===== src/rtl/ethernet_pkg.sv =====
// Shared definitions for the Ethernet host bridge: controller register map,
// default MTU and the bridge FSM state encoding.
package ethernet_pkg;

    localparam int unsigned ETH_MTU_DEFAULT    = 2048;
    localparam logic [13:0] RX_BUF_BASE_DEFAULT = 14'h0000;
    localparam logic [13:0] TX_BUF_BASE_DEFAULT = 14'h0800;
    localparam logic [13:0] RX_SIZE_ADDR_DEFAULT = 14'h1004;
    localparam logic [13:0] RX_ACK_ADDR_DEFAULT = 14'h1008;
    localparam logic [13:0] TX_STATUS_ADDR_DEFAULT = 14'h1010;
    localparam logic [13:0] TX_SIZE_ADDR_DEFAULT = 14'h1014;
    localparam logic [13:0] TX_SEND_ADDR_DEFAULT = 14'h1018;

    typedef enum logic [3:0] {
        IDLE,
        TX_POLL,
        TX_POLL_RESP,
        TX_DATA,
        TX_SIZE,
        TX_SEND,
        RX_SIZE,
        RX_SIZE_RESP,
        RX_READ,
        RX_RESP,
        RX_ACK
    } bridge_state_e;

endpackage


===== src/rtl/ethernet_host_bridge.sv =====
// Stream-to-MMIO initiator: pushes TX word streams into the controller's packet
// buffer and drains received packets back out as an RX word stream.
module ethernet_host_bridge
    import ethernet_pkg::*;
#(
    parameter int unsigned data_width_p     = 32,
    parameter int unsigned eth_mtu_p        = ETH_MTU_DEFAULT,
    parameter logic [13:0] rx_buf_base_p    = RX_BUF_BASE_DEFAULT,
    parameter logic [13:0] tx_buf_base_p    = TX_BUF_BASE_DEFAULT,
    parameter logic [13:0] rx_size_addr_p   = RX_SIZE_ADDR_DEFAULT,
    parameter logic [13:0] rx_ack_addr_p    = RX_ACK_ADDR_DEFAULT,
    parameter logic [13:0] tx_status_addr_p = TX_STATUS_ADDR_DEFAULT,
    parameter logic [13:0] tx_size_addr_p   = TX_SIZE_ADDR_DEFAULT,
    parameter logic [13:0] tx_send_addr_p   = TX_SEND_ADDR_DEFAULT
) (
    input  logic                                     clk_i,
    input  logic                                     reset_i,
    input  logic [data_width_p-1:0]                  tx_data_i,
    input  logic                                     tx_last_i,
    input  logic                                     tx_v_i,
    output logic                                     tx_ready_and_o,
    output logic [data_width_p-1:0]                  rx_data_o,
    output logic                                     rx_last_o,
    output logic [11:0]                              rx_size_o,
    output logic                                     rx_v_o,
    input  logic                                     rx_ready_and_i,
    output logic [13:0]                              addr_o,
    output logic                                     write_en_o,
    output logic                                     read_en_o,
    output logic [$clog2($clog2(data_width_p/8)):0]  op_size_o,
    output logic [data_width_p-1:0]                  write_data_o,
    input  logic [data_width_p-1:0]                  read_data_i,
    input  logic                                     rx_interrupt_pending_i,
    output logic                                     tx_error_o
);

    localparam int unsigned B     = data_width_p / 8;
    localparam int unsigned LG_B  = $clog2(B);
    localparam int unsigned OPS_W = $clog2($clog2(B)) + 1;
    localparam int unsigned IDX_W = $clog2(eth_mtu_p / B) + 1;
    localparam logic [IDX_W-1:0] MTU_WORDS = IDX_W'(eth_mtu_p / B);

    bridge_state_e             state_q;
    logic [IDX_W-1:0]          idx_q;
    logic [IDX_W-1:0]          rxWords_q;
    logic [IDX_W-1:0]          rxWords_d;
    logic                      lastGrantRx_q;
    logic                      overflow_q;
    logic                      respFirst_q;
    logic [11:0]               rxSize_q;
    logic [11:0]               rxSize_d;
    logic [12:0]               rxRound;
    logic [data_width_p-1:0]   rxHold_q;
    logic [data_width_p-1:0]   txBytes;
    logic [13:0]               wordOffset;

    always_comb begin
        wordOffset = 14'(idx_q) << LG_B;
        if (read_data_i > data_width_p'(eth_mtu_p)) begin
            rxSize_d = 12'(eth_mtu_p);
        end else begin
            rxSize_d = read_data_i[11:0];
        end
        rxRound   = {1'b0, rxSize_d} + 13'(B - 1);
        rxWords_d = IDX_W'(rxRound >> LG_B);
        txBytes   = overflow_q ? data_width_p'(eth_mtu_p) : (data_width_p'(idx_q) << LG_B);
    end

    always_ff @(posedge clk_i) begin
        if (reset_i) begin
            state_q       <= IDLE;
            idx_q         <= '0;
            rxWords_q     <= '0;
            lastGrantRx_q <= 1'b1;
            overflow_q    <= 1'b0;
            respFirst_q   <= 1'b0;
            rxSize_q      <= '0;
            rxHold_q      <= '0;
        end else begin
            case (state_q)
                IDLE: begin
                    idx_q      <= '0;
                    overflow_q <= 1'b0;
                    // Round-robin: on a tie, serve whichever side was not granted last.
                    if (tx_v_i && (!rx_interrupt_pending_i || lastGrantRx_q)) begin
                        state_q <= TX_POLL;
                    end else if (rx_interrupt_pending_i) begin
                        state_q <= RX_SIZE;
                    end
                end
                TX_POLL:      state_q <= TX_POLL_RESP;
                TX_POLL_RESP: state_q <= read_data_i[0] ? TX_DATA : TX_POLL;
                TX_DATA: begin
                    if (tx_v_i) begin
                        idx_q <= idx_q + 1'b1;
                        if (idx_q >= MTU_WORDS) begin
                            overflow_q <= 1'b1;
                        end
                        if (tx_last_i) begin
                            state_q <= TX_SIZE;
                        end
                    end
                end
                TX_SIZE: state_q <= TX_SEND;
                TX_SEND: begin
                    state_q       <= IDLE;
                    lastGrantRx_q <= 1'b0;
                end
                RX_SIZE: state_q <= RX_SIZE_RESP;
                RX_SIZE_RESP: begin
                    rxSize_q  <= rxSize_d;
                    rxWords_q <= rxWords_d;
                    state_q   <= (rxSize_d == 12'd0) ? RX_ACK : RX_READ;
                end
                RX_READ: begin
                    respFirst_q <= 1'b1;
                    state_q     <= RX_RESP;
                end
                RX_RESP: begin
                    // Read data is only valid for one cycle, so keep a copy for stalls.
                    respFirst_q <= 1'b0;
                    if (respFirst_q) begin
                        rxHold_q <= read_data_i;
                    end
                    if (rx_ready_and_i) begin
                        if (idx_q == rxWords_q - 1'b1) begin
                            state_q <= RX_ACK;
                        end else begin
                            idx_q   <= idx_q + 1'b1;
                            state_q <= RX_READ;
                        end
                    end
                end
                RX_ACK: begin
                    state_q       <= IDLE;
                    lastGrantRx_q <= 1'b1;
                end
                default: state_q <= IDLE;
            endcase
        end
    end

    always_comb begin
        addr_o       = '0;
        write_en_o   = 1'b0;
        read_en_o    = 1'b0;
        write_data_o = '0;
        case (state_q)
            TX_POLL: begin
                read_en_o = 1'b1;
                addr_o    = tx_status_addr_p;
            end
            TX_DATA: begin
                if (tx_v_i && (idx_q < MTU_WORDS)) begin
                    write_en_o   = 1'b1;
                    addr_o       = tx_buf_base_p + wordOffset;
                    write_data_o = tx_data_i;
                end
            end
            TX_SIZE: begin
                write_en_o   = 1'b1;
                addr_o       = tx_size_addr_p;
                write_data_o = txBytes;
            end
            TX_SEND: begin
                write_en_o   = 1'b1;
                addr_o       = tx_send_addr_p;
                write_data_o = data_width_p'(1);
            end
            RX_SIZE: begin
                read_en_o = 1'b1;
                addr_o    = rx_size_addr_p;
            end
            RX_READ: begin
                read_en_o = 1'b1;
                addr_o    = rx_buf_base_p + wordOffset;
            end
            RX_ACK: begin
                write_en_o   = 1'b1;
                addr_o       = rx_ack_addr_p;
                write_data_o = data_width_p'(1);
            end
            default: ;
        endcase
    end

    assign op_size_o      = OPS_W'(LG_B);
    assign tx_ready_and_o = (state_q == TX_DATA);
    assign tx_error_o     = (state_q == TX_SEND) && overflow_q;
    assign rx_v_o         = (state_q == RX_RESP);
    assign rx_last_o      = (state_q == RX_RESP) && (idx_q == rxWords_q - 1'b1);
    assign rx_data_o      = respFirst_q ? read_data_i : rxHold_q;
    assign rx_size_o      = rxSize_q;

endmodule


===== config.mk =====
export PLATFORM = sky130hd
export DESIGN_NAME = ethernet_host_bridge
export DESIGN_NICKNAME = d
export VERILOG_FILES = /design/src/rtl/ethernet_pkg.sv /design/src/rtl/ethernet_host_bridge.sv
export SDC_FILE = /design/constraint.sdc
export NUM_CORES = 1
export LEC_CHECK = 0
export CAP_MARGIN = 30
export CORE_ASPECT_RATIO = 1.1
export CORE_MARGIN = 2
export CORE_UTILIZATION = 45
export DETAILED_ROUTE_END_ITERATION = 16
export PLACE_DENSITY = 0.86
export SLEW_MARGIN = 25
export SYNTH_ARGS = -nofsm -noshare
export SYNTH_HDL_FRONTEND = slang
export SYNTH_SLANG_ARGS = --single-unit

===== constraint.sdc =====
create_clock -name clk_i -period 2.5 [get_ports clk_i]
set_input_delay 0.25 -clock clk_i [delete_from_list [all_inputs] [get_ports clk_i]]
set_output_delay 0.25 -clock clk_i [all_outputs]
set_load 0.1 [all_outputs]

* Word-level counts from Yosys, hierarchy flattened
Index checks and enable logic that the tools add are counted.
** Storage, ports and cells
- Register bits after elaboration :: 71
- Input bits :: 70
- Output and inout port bits :: 98
- Word-level logic and storage cells :: 78
** Operators by class
- Add/subtract/negate cells :: 4
- Magnitude comparators :: 3
- Equality and inequality tests :: 17
- Muxes and demuxes :: 28
- Reductions and logical operators :: 18
** Operator list (count)
- 32-bit one-hot mux with 3 select lines :: 1
- 13-bit one-hot mux with 7 select lines :: 1
- 32-bit two-way mux :: 2
- 4-bit one-hot mux with 9 select lines :: 1
- 32-bit by 12-bit > comparator with 1-bit output, second input constant :: 1
- 10-bit two-way mux :: 3
- 10-bit one-hot mux with 3 select lines :: 1
- 12-bit two-way mux :: 2
- 4-bit two-way mux :: 5
- 4-bit by 3-bit equality test with 1-bit output, second input constant :: 4
- 12-bit by 12-bit adder with 13-bit output, first input constant :: 1
- 13-bit two-way mux :: 1
- 12-bit by 2-bit adder with 12-bit output, second input constant :: 1
- 4-bit equality test, second input constant :: 3
- 12-bit logical NOT :: 1
- 10-bit by 1-bit adder with 10-bit output, second input constant :: 1
- 10-bit equality test :: 1
- 10-bit greater-or-equal comparator, second input constant :: 1
- 10-bit less-than comparator, second input constant :: 1
- 10-bit by 1-bit subtractor with 10-bit output, second input constant :: 1
- 4-bit by 2-bit equality test with 1-bit output, second input constant :: 2
- 1-bit one-hot mux with 2 select lines :: 4
- 4-bit AND reduction :: 2
- 2-bit two-way mux :: 3
- 14 further kinds :: 26

* Longest topological paths before layout
Gate-level depths: netlist of run 1.
- Depth in word-level cells :: 5
- Depth in mapped cells :: 9
- Depth with buffers taken out :: 8

* Worst setup path after synthesis of run 1
No wires, ideal clock.
- Kind :: register -> output
- Start point :: reg state_q[0]
- End point :: out addr_o[4]
- Data arrival time :: 3.170 ns
- Required time :: 2.250 ns
- Setup slack :: -0.920 ns
- Cell stages (with the launch flop) :: 6
- Buffers on the path :: 2
- Path through :: dfxtp_1 -> buf_2 -> clkbuf_1 -> nor2_1 -> mux2_2 -> o21ai_0
** Between the ends
- Longest elaborated chain between the ends :: 2
- Elaborated cells between the ends (all ways) :: 8
- Those cells by class :: 7 x eq/ne; 1 x mux
** RTL lines
- from (decl) :: RTL line ethernet_host_bridge.sv:43 : bridge_state_e state_q;
- from (signal assigned) :: RTL line ethernet_host_bridge.sv:92 : TX_POLL_RESP: state_q <= read_data_i[0] ? TX_DATA : TX_POLL;
- from (signal assigned) :: RTL line ethernet_host_bridge.sv:113 : state_q <= (rxSize_d == 12'd0) ? RX_ACK : RX_READ;
- 4-bit equality test, or another cell as far along :: RTL line ethernet_host_bridge.sv:148 : case (state_q)
- 13-bit one-hot mux with 7 select lines (*) :: RTL line ethernet_host_bridge.sv:148
- to (decl) :: RTL line ethernet_host_bridge.sv:27 : output logic [13:0] addr_o,
Every way passes the cells marked *; elsewhere a longest branch is shown, timed or not.

* Final worst setup path of run 1
- Start point :: reg rxWords_q[1]
- End point :: out rx_last_o
** Between the ends
- Longest elaborated chain between the ends :: 3
** RTL lines
- from (decl) :: RTL line ethernet_host_bridge.sv:45 : logic [IDX_W-1:0] rxWords_q;
- from (signal assigned) :: RTL line ethernet_host_bridge.sv:112 : rxWords_q <= rxWords_d;
- 10-bit by 1-bit subtractor with 10-bit output :: RTL line ethernet_host_bridge.sv:191 : assign rx_last_o = (state_q == RX_RESP) && (idx_q == rxWords_q - 1'b1);
- 10-bit equality test :: RTL line ethernet_host_bridge.sv:191
- 1-bit logical AND :: RTL line ethernet_host_bridge.sv:191
- to (decl) :: RTL line ethernet_host_bridge.sv:23 : output logic rx_last_o,
Every way passes these cells.

==> results of run 1 <==
-- registers in the layout, summed over array words and instances, names as in the netlist --
| name | cells |
|---|---|
| respFirst_q | 1 |
| rx_size_o | 12 |
| overflow_q | 1 |
| idx_q | 10 |
| rxWords_q | 10 |
| lastGrantRx_q | 1 |
| rxHold_q | 32 |
| state_q | 4 |
-- synth_stat cells, types with 5 or more instances --
library cell and count:
nor4_1 9, nor2b_1 11, o21ai_0 11, nor3_1 11
nand3_1 27, nand4_1 6, xnor2_1 11, a211oi_1 7
nand2_1 106, a22oi_1 6, dfxtp_1 71, buf_4 5
inv_1 9, mux2_2 33, a22o_1 9, and3_1 5
clkbuf_1 39, nand2b_1 10, xor2_1 9, and2_1 24
a21oi_1 62, nor2_1 36
-- cell type report --
cell class	count	area, sq um
clock buffers	11	141
clock inverters	4	22.5
well taps	120	150
flip-flops and latches	71	1430
fillers	679	2400
multi-input cells	462	2920
repair buffers	199	2690
inverters	10	40.0
-- what timing repair did --
action,in CTS,in global routing
gates cloned,0,0
resized for setup,15,3
pin swaps,8,3
endpoints found under the setup margin,1,14
buffers inserted,6,0
-- cell families (layout without fill, tap and decap cells) --
logic type	after synthesis	in the layout	share of synthesized area, %
other	2	5	0.167
buffers and inverters	60	224	5.84
adders and majority gates	3	3	0.835
DFF	71	71	31.6
and+or+nand+nor	264	264	28.9
muxes	37	37	9.15
xor gates and xnor gates	20	20	3.89
AOI/OAI and AO/OA	133	133	19.6
-- through the flow --
stage | area, sq um | setup TNS [ps] | hold slack, ps | setup slack [ps] | power [mW]
global placement | 7110 | 0 | 439 | 235 | 2.71
CTS | 7390 | 0 | 189 | 4.85 | 3.54
finish | 7390 | -23.2 | 213 | -23.2 | 3.54
global route | 7390 | -122 | 199 | -122 | 3.67
detailed placement | 7110 | 0 | 448 | 182 | 2.73
floorplan | 4540 | -2410 | 402 | -353 | 2.16
-- critical path: stages, from the launching register on --
cell and delay [ps]:
dfxtp_4 390, inv_4 40, ha_4 160, nor3b_4 170
a221o_1 370, o311a_1 150, a211o_1 350, nor2_4 110
buf_12 180
-- path summary, 6_finish.rpt --
path,startpoint,to,slack (ps),cells past startpoint
max,rxWords_q[1]$_SDFFE_PP0P_,rx_last_o,-20,8
min,reset_i,state_q[1]$_SDFFE_PP0P_,210,2
max reg2reg,rxWords_q[0]$_SDFFE_PP0P_,idx_q[6]$_SDFFE_PP0P_,180,8
min reg2reg,rxHold_q[23]$_SDFFE_PP0P_,rxHold_q[23]$_SDFFE_PP0P_,450,2
-- power groups by stage --
stage | Sequential [mW] | Combinational [mW] | Clock, mW
6_report | 1.21 | 1.52 | 0.819
5_1_grt | 1.21 | 1.58 | 0.880
4_1_cts | 1.20 | 1.51 | 0.827
3_5_place_dp | 1.23 | 1.50 | 0
3_3_place_gp | 1.23 | 1.48 | 0
2_1_floorplan | 1.20 | 0.963 | 0
-- per-layer routing --
layer  GRT usage (%)  wire length (um)  vias to the layer above
met4            11.3               455                        0
li1                -                 -                     2384
met5               0                 0                        -
met1            31.1              5760                     2396
met2            50.2              7850                      271
met3            8.27              1430                       42
==> results by group, run 1 <==
Timing
  • Actual slew at the worst max-slew pin: 800 ps
  • Layout Skew: between 8 and 9 ps
  • Final Setup Violations: 1
  • Max Fclk: 396 MHz
  • Final min period: 2520 ps
  • RSZ-0062 raised after global routing: true
  • Final slew viol count: 0
  • Final worst slack: -23.2 ps
  • Fin crit share: 101%
  • Slew Limit Headroom: 46.7%
  • Fin. Hold Viols: 0

Pwr
  • PwrDens: 479 nW/um^2
  • Switching part of the total power: 41.0%
  • P_int: between 2 and 2.5 mW
  • Flop pwr share: between 30 and 40%
  • Psw: ~1.5 mW
  • Peak supply drop: 330 uV
  • Combinational cell fraction of total power: roughly 43%
  • Clock Power Share: ~23%
  • Leakage: 2.80 nW

Route
  • Via count: approximately 5k
  • First drt pass iteration count: 8
  • Final WL: 15,500 um
  • Vias/cell: 5.81
  • DRT antenna net count: 0
  • 1st-iter DRT viols: 368
  • Post-route DRC: 0
  • Wire length per cell: 17.7 um

Place
  • GP Congestion: 0.877
  • Dpl cells: 856
  • PortBufs: 162
  • Final HPWL DP: 11,600 um

Synth
  • Mapped Cells: 590
  • Netlist cell types: 64
  • Dominant synthesized flop cell: dfxtp_1
  • Top post-synthesis cells by area: dfxtp_1 (32%), nand2_1 (8.8%), mux2_2 (8.3%)
  • Post-synth EDFFs: 0
  • Yosys Warn Count: 0
  • Post-synth top area share: 31.6%
  • Post-synthesis sequential area ratio: 31.6%
  • Synthesized area per cell: 7.62 sq um
  • Synth Cell Area: around 4500 sq um
  • Largest area contributor in the netlist: dfxtp_1
  • Seq cells post-synth: 71
  • Post-synthesis async set-or-reset flop share: 0%

Layout
  • Most common cell after layout, fill and taps aside: nand2_1
  • Layout cells sized above 1: 27.7%
  • Nets: 826
  • Most frequent cells in the layout: nand2_1 (106), buf_12 (82), clkdlybuf4s50_1 (68), dfxtp_1 (67), a21oi_1 (62)
  • Fin cells: 877
  • Layout area overhead: 64.4%
  • Final core occ: roughly 75%
  • N_diodes: 0

Run status
  • Failing checks: negative setup slack
  • Status: finished with violations

Clock tree
  • Clk_lat worst skew: 360 ps
  • CTS max path bufs: 2
  • Post-CTS Hold Buffers: 0
  • CTS tree: yes
  • Cts bufs inserted: 9
  • Root buf cell: clkbuf_8
  • Clock Sinks: 71
  • Htree depth: 3
  • Clock-pin slew on the worst setup and hold paths: 70 ps

Worst setup path
  • Critical path fanouts, max: 6
  • Crit Path Class: flip-flop to output pin
  • Worst endpoint required time: between 2000 and 2500 ps
  • Data arrival, critical path: 2270 ps
  • CP Launch Type: flip-flop
  • Critical path endpoint category: output pin

Global routing
  • Initial antenna violation count: 0
  • GR Overflow Total: 0
  • Total GRT Usage: 28.0%
  • Vias in the first global route: 4,887
  • Largest net degree at the start of global routing: 60
  • Global-route wire length before repair: 24,200 um

Floorplanning
  • DIE HEIGHT: 109 um
  • Initial core utilization: 45.9%
  • Row count: 38
  • Die area: 10,800 sq um
  • Core ar.: 9790 sq um
  • Die width: 99.3 um
  • I/O Pins: 168

Job
  • Max Cap Viol: 0

Min path
  • Hold crit path type: primary input to flip-flop
Note: power is estimated with default switching activity, not from simulation.
==> inputs of run 2 (changes only) <==
--- a/config.mk
+++ b/config.mk
@@ -6,11 +6,10 @@
 export NUM_CORES = 1
 export LEC_CHECK = 0
 export CAP_MARGIN = 30
-export CORE_ASPECT_RATIO = 1.1
 export CORE_MARGIN = 2
-export CORE_UTILIZATION = 45
+export CORE_UTILIZATION = 49
 export DETAILED_ROUTE_END_ITERATION = 16
-export PLACE_DENSITY = 0.86
+export PLACE_DENSITY = 0.92
 export SLEW_MARGIN = 25
 export SYNTH_ARGS = -nofsm -noshare
 export SYNTH_HDL_FRONTEND = slang
==> constraint.sdc (replaced) <==
create_clock -name clk_i -period 3.15 [get_ports clk_i]
set_input_delay 0.315 -clock clk_i [delete_from_list [all_inputs] [get_ports clk_i]]
set_output_delay 0.315 -clock clk_i [all_outputs]
set_load 0.1 [all_outputs]
==> results by group, run 2 (same netlist as run 1, synthesis figures left out) <==
Run status
  • Status: finished clean (was finished with violations)

Clock tree
  • Post_cts resized: 0 (was 15)
  • Root buf cell: clkbuf_8 (unchanged)
  • Clk_lat worst skew: 340 ps (was 360 ps)
  • CTS tree: yes (unchanged)
  • Post-CTS Hold Buffers: 0 (unchanged)
  • Clock Sinks: 71 (unchanged)
  • Cts bufs inserted: 9 (unchanged)
  • CTS max path bufs: 2 (unchanged)
  • Clock-pin slew on the worst setup and hold paths: 80 ps (was 70 ps)
  • Htree depth: 3 (unchanged)
  • Setup bufs post-CTS: 0 (was 6)

Layout
  • Layout area overhead: 39.2% (was 64.4%)
  • Max reg flops: 32 (unchanged)
  • Most frequent cells in the layout: nand2_1 (106), clkdlybuf4s50_1 (80), buf_4 (79), dfxtp_1 (71), a21oi_1 (62) (was nand2_1 (106), buf_12 (82), clkdlybuf4s50_1 (68), dfxtp_1 (67), a21oi_1 (62))
  • Most common cell after layout, fill and taps aside: nand2_1 (unchanged)
  • N_diodes: 0 (unchanged)
  • Nets: 797 (was 826)
  • Register with the most flip-flops: rxHold_q (unchanged)
  • Layout cells sized above 1: 21.4% (was 27.7%)
  • Fin cells: 837 (was 877)

Place
  • GP Congestion: 0.937 (was 0.877)
  • Final HPWL DP: 10,200 um (was 11,600 um)
  • PortBufs: 162 (unchanged)
  • Dpl cells: 821 (was 856)
  • Place WS: 700 ps (was 182 ps)

Job
  • Max Cap Viol: 0 (unchanged)

Pwr
  • Switching part of the total power: 39.5% (was 41.0%)
  • Leakage: 2.44 nW (was 2.80 nW)
  • Flop pwr share: 34.7% (was 34.1%)
  • Peak supply drop: 343 uV (was 330 uV)
  • Psw: 1.12 mW (was 1.45 mW)
  • PwrDens: 452 nW/um^2 (was 479 nW/um^2)
  • Combinational cell fraction of total power: 35.3% (was 42.8%)
  • P_int: 1.71 mW (was 2.09 mW)
  • Clock Power Share: 30.0% (was 23.1%)

Floorplanning
  • Die area: 9960 sq um (was 10,800 sq um)
  • Die width: 99.8 um (was 99.3 um)
  • Row count: 34 (was 38)
  • Core ar.: 8810 sq um (was 9790 sq um)
  • I/O Pins: 168 (unchanged)
  • Initial core utilization: 51.1% (was 45.9%)
  • DIE HEIGHT: 99.8 um (was 109 um)

Worst setup path
  • Crit Path Class: flip-flop to output pin (unchanged)
  • R2R cell count: 6 (was 8)
  • Worst reg2reg setup slack: 610 ps (was 180 ps)
  • Worst endpoint required time: 2830 ps (was 2250 ps)
  • Reg-to-reg startpoint: state_q[3]$_SDFFE_PP0P_ (was rxWords_q[0]$_SDFFE_PP0P_)
  • Critical path endpoint category: output pin (unchanged)
  • Data arrival, critical path: 2570 ps (was 2270 ps)
  • Reg-to-Reg End: idx_q[6]$_SDFFE_PP0P_ (unchanged)
  • CP Launch Type: flip-flop (unchanged)
  • Critical path fanouts, max: 18 (was 6)

Route
  • DRT antenna net count: 0 (unchanged)
  • 1st-iter DRT viols: 353 (was 368)
  • Wire length per cell: 16.5 um (was 17.7 um)
  • First drt pass iteration count: 6 (was 8)
  • Via count: 4,798 (was 5,093)
  • Vias/cell: 5.73 (was 5.81)
  • Final WL: 13,800 um (was 15,500 um)
  • Post-route DRC: 0 (unchanged)

Timing
  • Setup_tns: 0 ps (was -23.2 ps)
  • RSZ-0062 raised after global routing: false (was true)
  • Final Setup Violations: 0 (was 1)
  • Final min period: 2880 ps
  • Fin crit share: 91.5%
  • Slew Limit Headroom: 30.3% (was 46.7%)
  • Final slew viol count: 0 (unchanged)
  • Actual slew at the worst max-slew pin: 1040 ps (was 800 ps)
  • Fin. Hold Viols: 0 (unchanged)
  • Final worst slack: 267 ps (was -23.2 ps)
  • Layout Skew: 8.59 ps (was 8.69 ps)
  • Max Fclk: around 350 MHz

Global routing
  • Largest net degree at the start of global routing: 54 (was 60)
  • Global-route wire length before repair: 22,200 um (was 24,200 um)
  • Vias in the first global route: 4,608 (was 4,887)
  • Total GRT Usage: 27.4% (was 28.0%)
  • GR Overflow Total: 0 (unchanged)
  • Initial antenna violation count: 0 (unchanged)

Min path
  • Hold Crit Start: reset_i (unchanged)
  • Hold Crit Depth: 2 (unchanged)
  • Hold crit path type: primary input to flip-flop (unchanged)
  • Hold worst-path end: state_q[0]$_SDFFE_PP0P_ (was state_q[1]$_SDFFE_PP0P_)
-- run 2: area by class of cell --
cell class	instances	area [sq um]
inverters	10	37.5
flip-flops and latches	71	1420
clock buffers	12	155
multi-input cells	462	2840
repair buffers	170	1600
fillers	693	2540
well taps	108	135
clock inverters	4	77.6
-- run 2: power by group through the flow --
stage | logic, mW | clock network (mW) | registers [mW]
after floorplan | 0.757 | 0 | 0.952
after CTS | 0.995 | 0.859 | 0.979
after global routing | 1.05 | 0.903 | 0.988
after global placement | 0.979 | 0 | 0.996
after detailed placement | 0.993 | 0 | 1.00
final | 1.00 | 0.850 | 0.983
-- run 2: worst max-delay path by stage --
| stage | from | end | slack (ps) | cells after the start |
|---|---|---|---|---|
| 2_1_floorplan | state_q[3]$_SDFFE_PP0P_ | addr_o[10] | 230 | 6 |
| 3_3_place_gp | tx_v_i | write_data_o[11] | 710 | 7 |
| 3_5_place_dp | rxWords_q[0]$_SDFFE_PP0P_ | idx_q[6]$_SDFFE_PP0P_ | 700 | 8 |
| 4_1_cts | rxWords_q[0]$_SDFFE_PP0P_ | rx_last_o | 300 | 8 |
| 5_1_grt | rxWords_q[0]$_SDFFE_PP0P_ | rx_last_o | 130 | 8 |
| 6_report | state_q[3]$_SDFFE_PP0P_ | rx_last_o | 270 | 6 |
-- run 2: through the flow --
| step | cell area (sq um) | util, % | hold slack (ps) | total power, mW |
|---|---|---|---|---|
| CTS | 6260 | 71.1 | 275 | 2.83 |
| floorplan | 4520 | - | 434 | 1.71 |
| finish | 6260 | 71.1 | 293 | 2.83 |
| detailed placement | 6030 | 68.5 | 442 | 1.99 |
| global route | 6260 | 71.1 | 302 | 2.94 |
| global placement | 6030 | 68.5 | 439 | 1.98 |
-- run 2: critical path: stages, from the launching register on --
cell and delay, ps:
dfxtp_1 690, nand4bb_1 370, nor3b_1 280, nand4_1 170, a211o_1 370, nor2_2 150
buf_12 190
-- run 2: routing by layer --
layer	share of wire [%]	GRT usage [%]
met1	41	33.0
met3	7.9	6.82
met2	50	48.5
met4	1.6	7.69
met5	0	0
==> inputs of run 3 (changes only) <==
--- a/config.mk
+++ b/config.mk
@@ -7,9 +7,10 @@
 export LEC_CHECK = 0
 export CAP_MARGIN = 30
 export CORE_MARGIN = 2
-export CORE_UTILIZATION = 49
+export CORE_UTILIZATION = 60
 export DETAILED_ROUTE_END_ITERATION = 16
-export PLACE_DENSITY = 0.92
+export DONT_BUFFER_PORTS = 1
+export PLACE_DENSITY = 0.81
 export SLEW_MARGIN = 25
 export SYNTH_ARGS = -nofsm -noshare
 export SYNTH_HDL_FRONTEND = slang
==> constraint.sdc (replaced) <==
create_clock -name clk_i -period 3.15 [get_ports clk_i]
set_input_delay 0.945 -clock clk_i [delete_from_list [all_inputs] [get_ports clk_i]]
set_output_delay 0.945 -clock clk_i [all_outputs]
set_load 0.1 [all_outputs]
==> results by group, run 3 (same netlist as run 1, synthesis figures left out) <==
Route
  • Vias/cell: 6.40 (was 5.73)
  • 1st-iter DRT viols: 464 (was 353)
  • Post-route DRC: 0 (unchanged)
  • Wire length per cell: 19.4 um (was 16.5 um)
  • Final WL: 14,400 um (was 13,800 um)
  • Top sig layer: met4 (unchanged)
  • DRT met1 WL: 5190 um (was 5600 um)
  • WL met3: 1380 um (was 1100 um)
  • First drt pass iteration count: 6 (unchanged)
  • Via count: 4,748 (was 4,798)
  • DRT antenna net count: 0 (unchanged)
  • Routed wl met2: 7390 um (was 6890 um)

Worst setup path
  • Worst setup path start: rxWords_q[0]$_SDFFE_PP0P_ (was state_q[3]$_SDFFE_PP0P_)
  • Worst endpoint required time: 2200 ps (was 2830 ps)
  • CP Launch Type: flip-flop (unchanged)
  • Reg-to-reg startpoint: state_q[2]$_SDFFE_PP0P_ (was state_q[3]$_SDFFE_PP0P_)
  • Crit Path Class: flip-flop to output pin (unchanged)
  • Data arrival, critical path: 2270 ps (was 2570 ps)
  • Reg-to-Reg End: idx_q[8]$_SDFFE_PP0P_ (was idx_q[6]$_SDFFE_PP0P_)
  • Critical path cell sequence: buf_4, or4_4, nor3_4, nor3_2, o21ba_4, nor2_4, buf_12 (was nand4bb_1, nor3b_1, nand4_1, a211o_1, nor2_2, buf_12)
  • Worst reg2reg setup slack: 350 ps (was 610 ps)
  • Critical path endpoint category: output pin (unchanged)
  • Critical path fanouts, max: 6 (was 18)
  • Peak per-stage delay on the critical path: 580 ps (was 690 ps)
  • R2R cell count: 8 (was 6)
  • CP endpoint: rx_last_o (unchanged)
  • Crit-path slowest cell: or4_4 (was dfxtp_1)

Timing
  • Final worst slack: -68.5 ps (was 267 ps)
  • Setup_tns: -68.5 ps (was 0 ps)
  • RSZ-0062 raised after global routing: true (was false)
  • Slew Limit Headroom: 33.2% (was 30.3%)
  • Fin. Hold Viols: 0 (unchanged)
  • Final slew viol count: 0 (unchanged)
  • Final min period: 3220 ps (was 2880 ps)
  • Final Setup Violations: 1 (was 0)
  • Actual slew at the worst max-slew pin: 1000 ps (was 1040 ps)
  • Max Fclk: 311 MHz (was 347 MHz)
  • Layout Skew: 12.0 ps (was 8.59 ps)
  • Fin crit share: 102% (was 91.5%)

Layout
  • Register with the most flip-flops: rxHold_q (unchanged)
  • Sequential cell area: 1430 sq um (was 1420 sq um)
  • Most frequent cells in the layout: nand2_1 (106), dfxtp_1 (68), a21oi_1 (61), buf_12 (44), buf_4 (38) (was nand2_1 (106), clkdlybuf4s50_1 (80), buf_4 (79), dfxtp_1 (71), a21oi_1 (62))
  • Max reg flops: 32 (unchanged)
  • Most common cell after layout, fill and taps aside: nand2_1 (unchanged)
  • Nets: 711 (was 797)
  • Layout cells sized above 1: 31.3% (was 21.4%)
  • Fillers: 425 (was 693)
  • Layout area overhead: 34.0% (was 39.2%)
  • Fin cells: 742 (was 837)
  • Multi-input logic area: 3030 sq um (was 2840 sq um)
  • N_diodes: 0 (unchanged)

Min path
  • Hold Crit Start: rxHold_q[23]$_SDFFE_PP0P_ (was reset_i)
  • Hold crit path type: flip-flop to flip-flop (was primary input to flip-flop)

Global routing
  • Vias in the first global route: 4,671 (was 4,608)
  • GR Overflow Total: 0 (unchanged)
  • Total GRT Usage: 33.6% (was 27.4%)
  • Largest net degree at the start of global routing: 64 (was 54)
  • Initial antenna violation count: 0 (unchanged)
  • Global-route wire length before repair: 22,800 um (was 22,200 um)

Place
  • Final HPWL DP: 10,400 um (was 10,200 um)
  • GP Congestion: 0.878 (was 0.937)
  • Dpl cells: 719 (was 821)
  • PortBufs: 0 (was 162)

Floorplanning
  • Row count: 31 (was 34)
  • Die area: 8210 sq um (was 9960 sq um)
  • Initial core utilization: 62.0% (was 51.1%)
  • I/O Pins: 168 (unchanged)
  • Die width: 90.6 um (was 99.8 um)
  • Core ar.: 7250 sq um (was 8810 sq um)
  • DIE HEIGHT: 90.6 um (was 99.8 um)

Clock tree
  • Root buf cell: clkbuf_8 (unchanged)
  • Clock Sinks: 71 (unchanged)
  • Htree depth: 3 (unchanged)
  • CTS max path bufs: 2 (unchanged)
  • Clock-pin slew on the worst setup and hold paths: 80 ps (about the same)
  • CTS tree: yes (unchanged)
  • Clk_lat worst skew: 350 ps (was 340 ps)
  • Cts bufs inserted: 9 (unchanged)

Run status
  • Status: finished with violations (was finished clean)
  • Failing checks: negative setup slack

Job
  • Max Cap Viol: 0 (unchanged)

Pwr
  • PwrDens: 464 nW/um^2 (was 452 nW/um^2)
  • Peak supply drop: 372 uV (was 343 uV)
  • Leakage: 2.22 nW (was 2.44 nW)
## run 3: worst min-delay path by stage
stage / end / cells past startpoint
4_1_cts: rxHold_q[28]$_SDFFE_PP0P_ / 2
5_1_grt: rxHold_q[16]$_SDFFE_PP0P_ / 2
3_3_place_gp: rxHold_q[1]$_SDFFE_PP0P_ / 2
2_1_floorplan: rxHold_q[0]$_SDFFE_PP0P_ / 2
6_report: rxHold_q[23]$_SDFFE_PP0P_ / 2
3_5_place_dp: rxHold_q[23]$_SDFFE_PP0P_ / 2
## run 3: cell type report
cell class / count / share of cell area, %
clock buffers: 12 / 2.57
inverters: 10 / 0.706
repair buffers: 84 / 19.7
flip-flops and latches: 71 / 23.7
well taps: 99 / 2.05
multi-input cells: 462 / 50.3
clock inverters: 4 / 0.892
## run 3: critical path: cells and delay by family (launching register included)
kind | cells | cell delay (ps)
AND/OR/NAND/NOR | 4 | 960
flip-flops | 1 | 380
buffers and inverters | 2 | 320
AO/OA/AOI/OAI | 1 | 270
## run 3: report_power, final
group | leakage (nW) | switching, mW | internal, mW
clock network | 0.0988 | 0.349 | 0.411
registers | 0.575 | 0.0328 | 0.912
logic | 1.55 | 0.751 | 0.339
## run 3: timing repair
| action | 4_1_cts | 5_1_grt |
|---|---|---|
| setup buffers | 4 | 3 |
| setup endpoints to repair | 10 | 18 |
| hold buffers | 0 | 0 |
| gates resized for setup | 4 | 20 |
| pin swaps | 3 | 4 |
## run 3: layer usage
layer | vias to the layer above | track usage [%]
met1 | 2207 | 37.2
li1 | 2157 | -
met3 | 64 | 8.26
met5 | - | 0
met2 | 320 | 61.9
met4 | 0 | 12.2
## run 3: through the flow
step / util [%] / hold slack [ps] / worst slack (ps) / area [sq um] / total power [mW]
floorplan: - / 434 / -442 / 4630 / 1.73
global placement: 78.2 / 433 / 161 / 5670 / 2.00
detailed placement: 78.2 / 442 / 80.9 / 5670 / 2.03
CTS: 81.6 / 452 / -112 / 5920 / 2.78
global route: 83.1 / 466 / -127 / 6030 / 2.87
finish: 83.1 / 451 / -68.5 / 6030 / 2.80
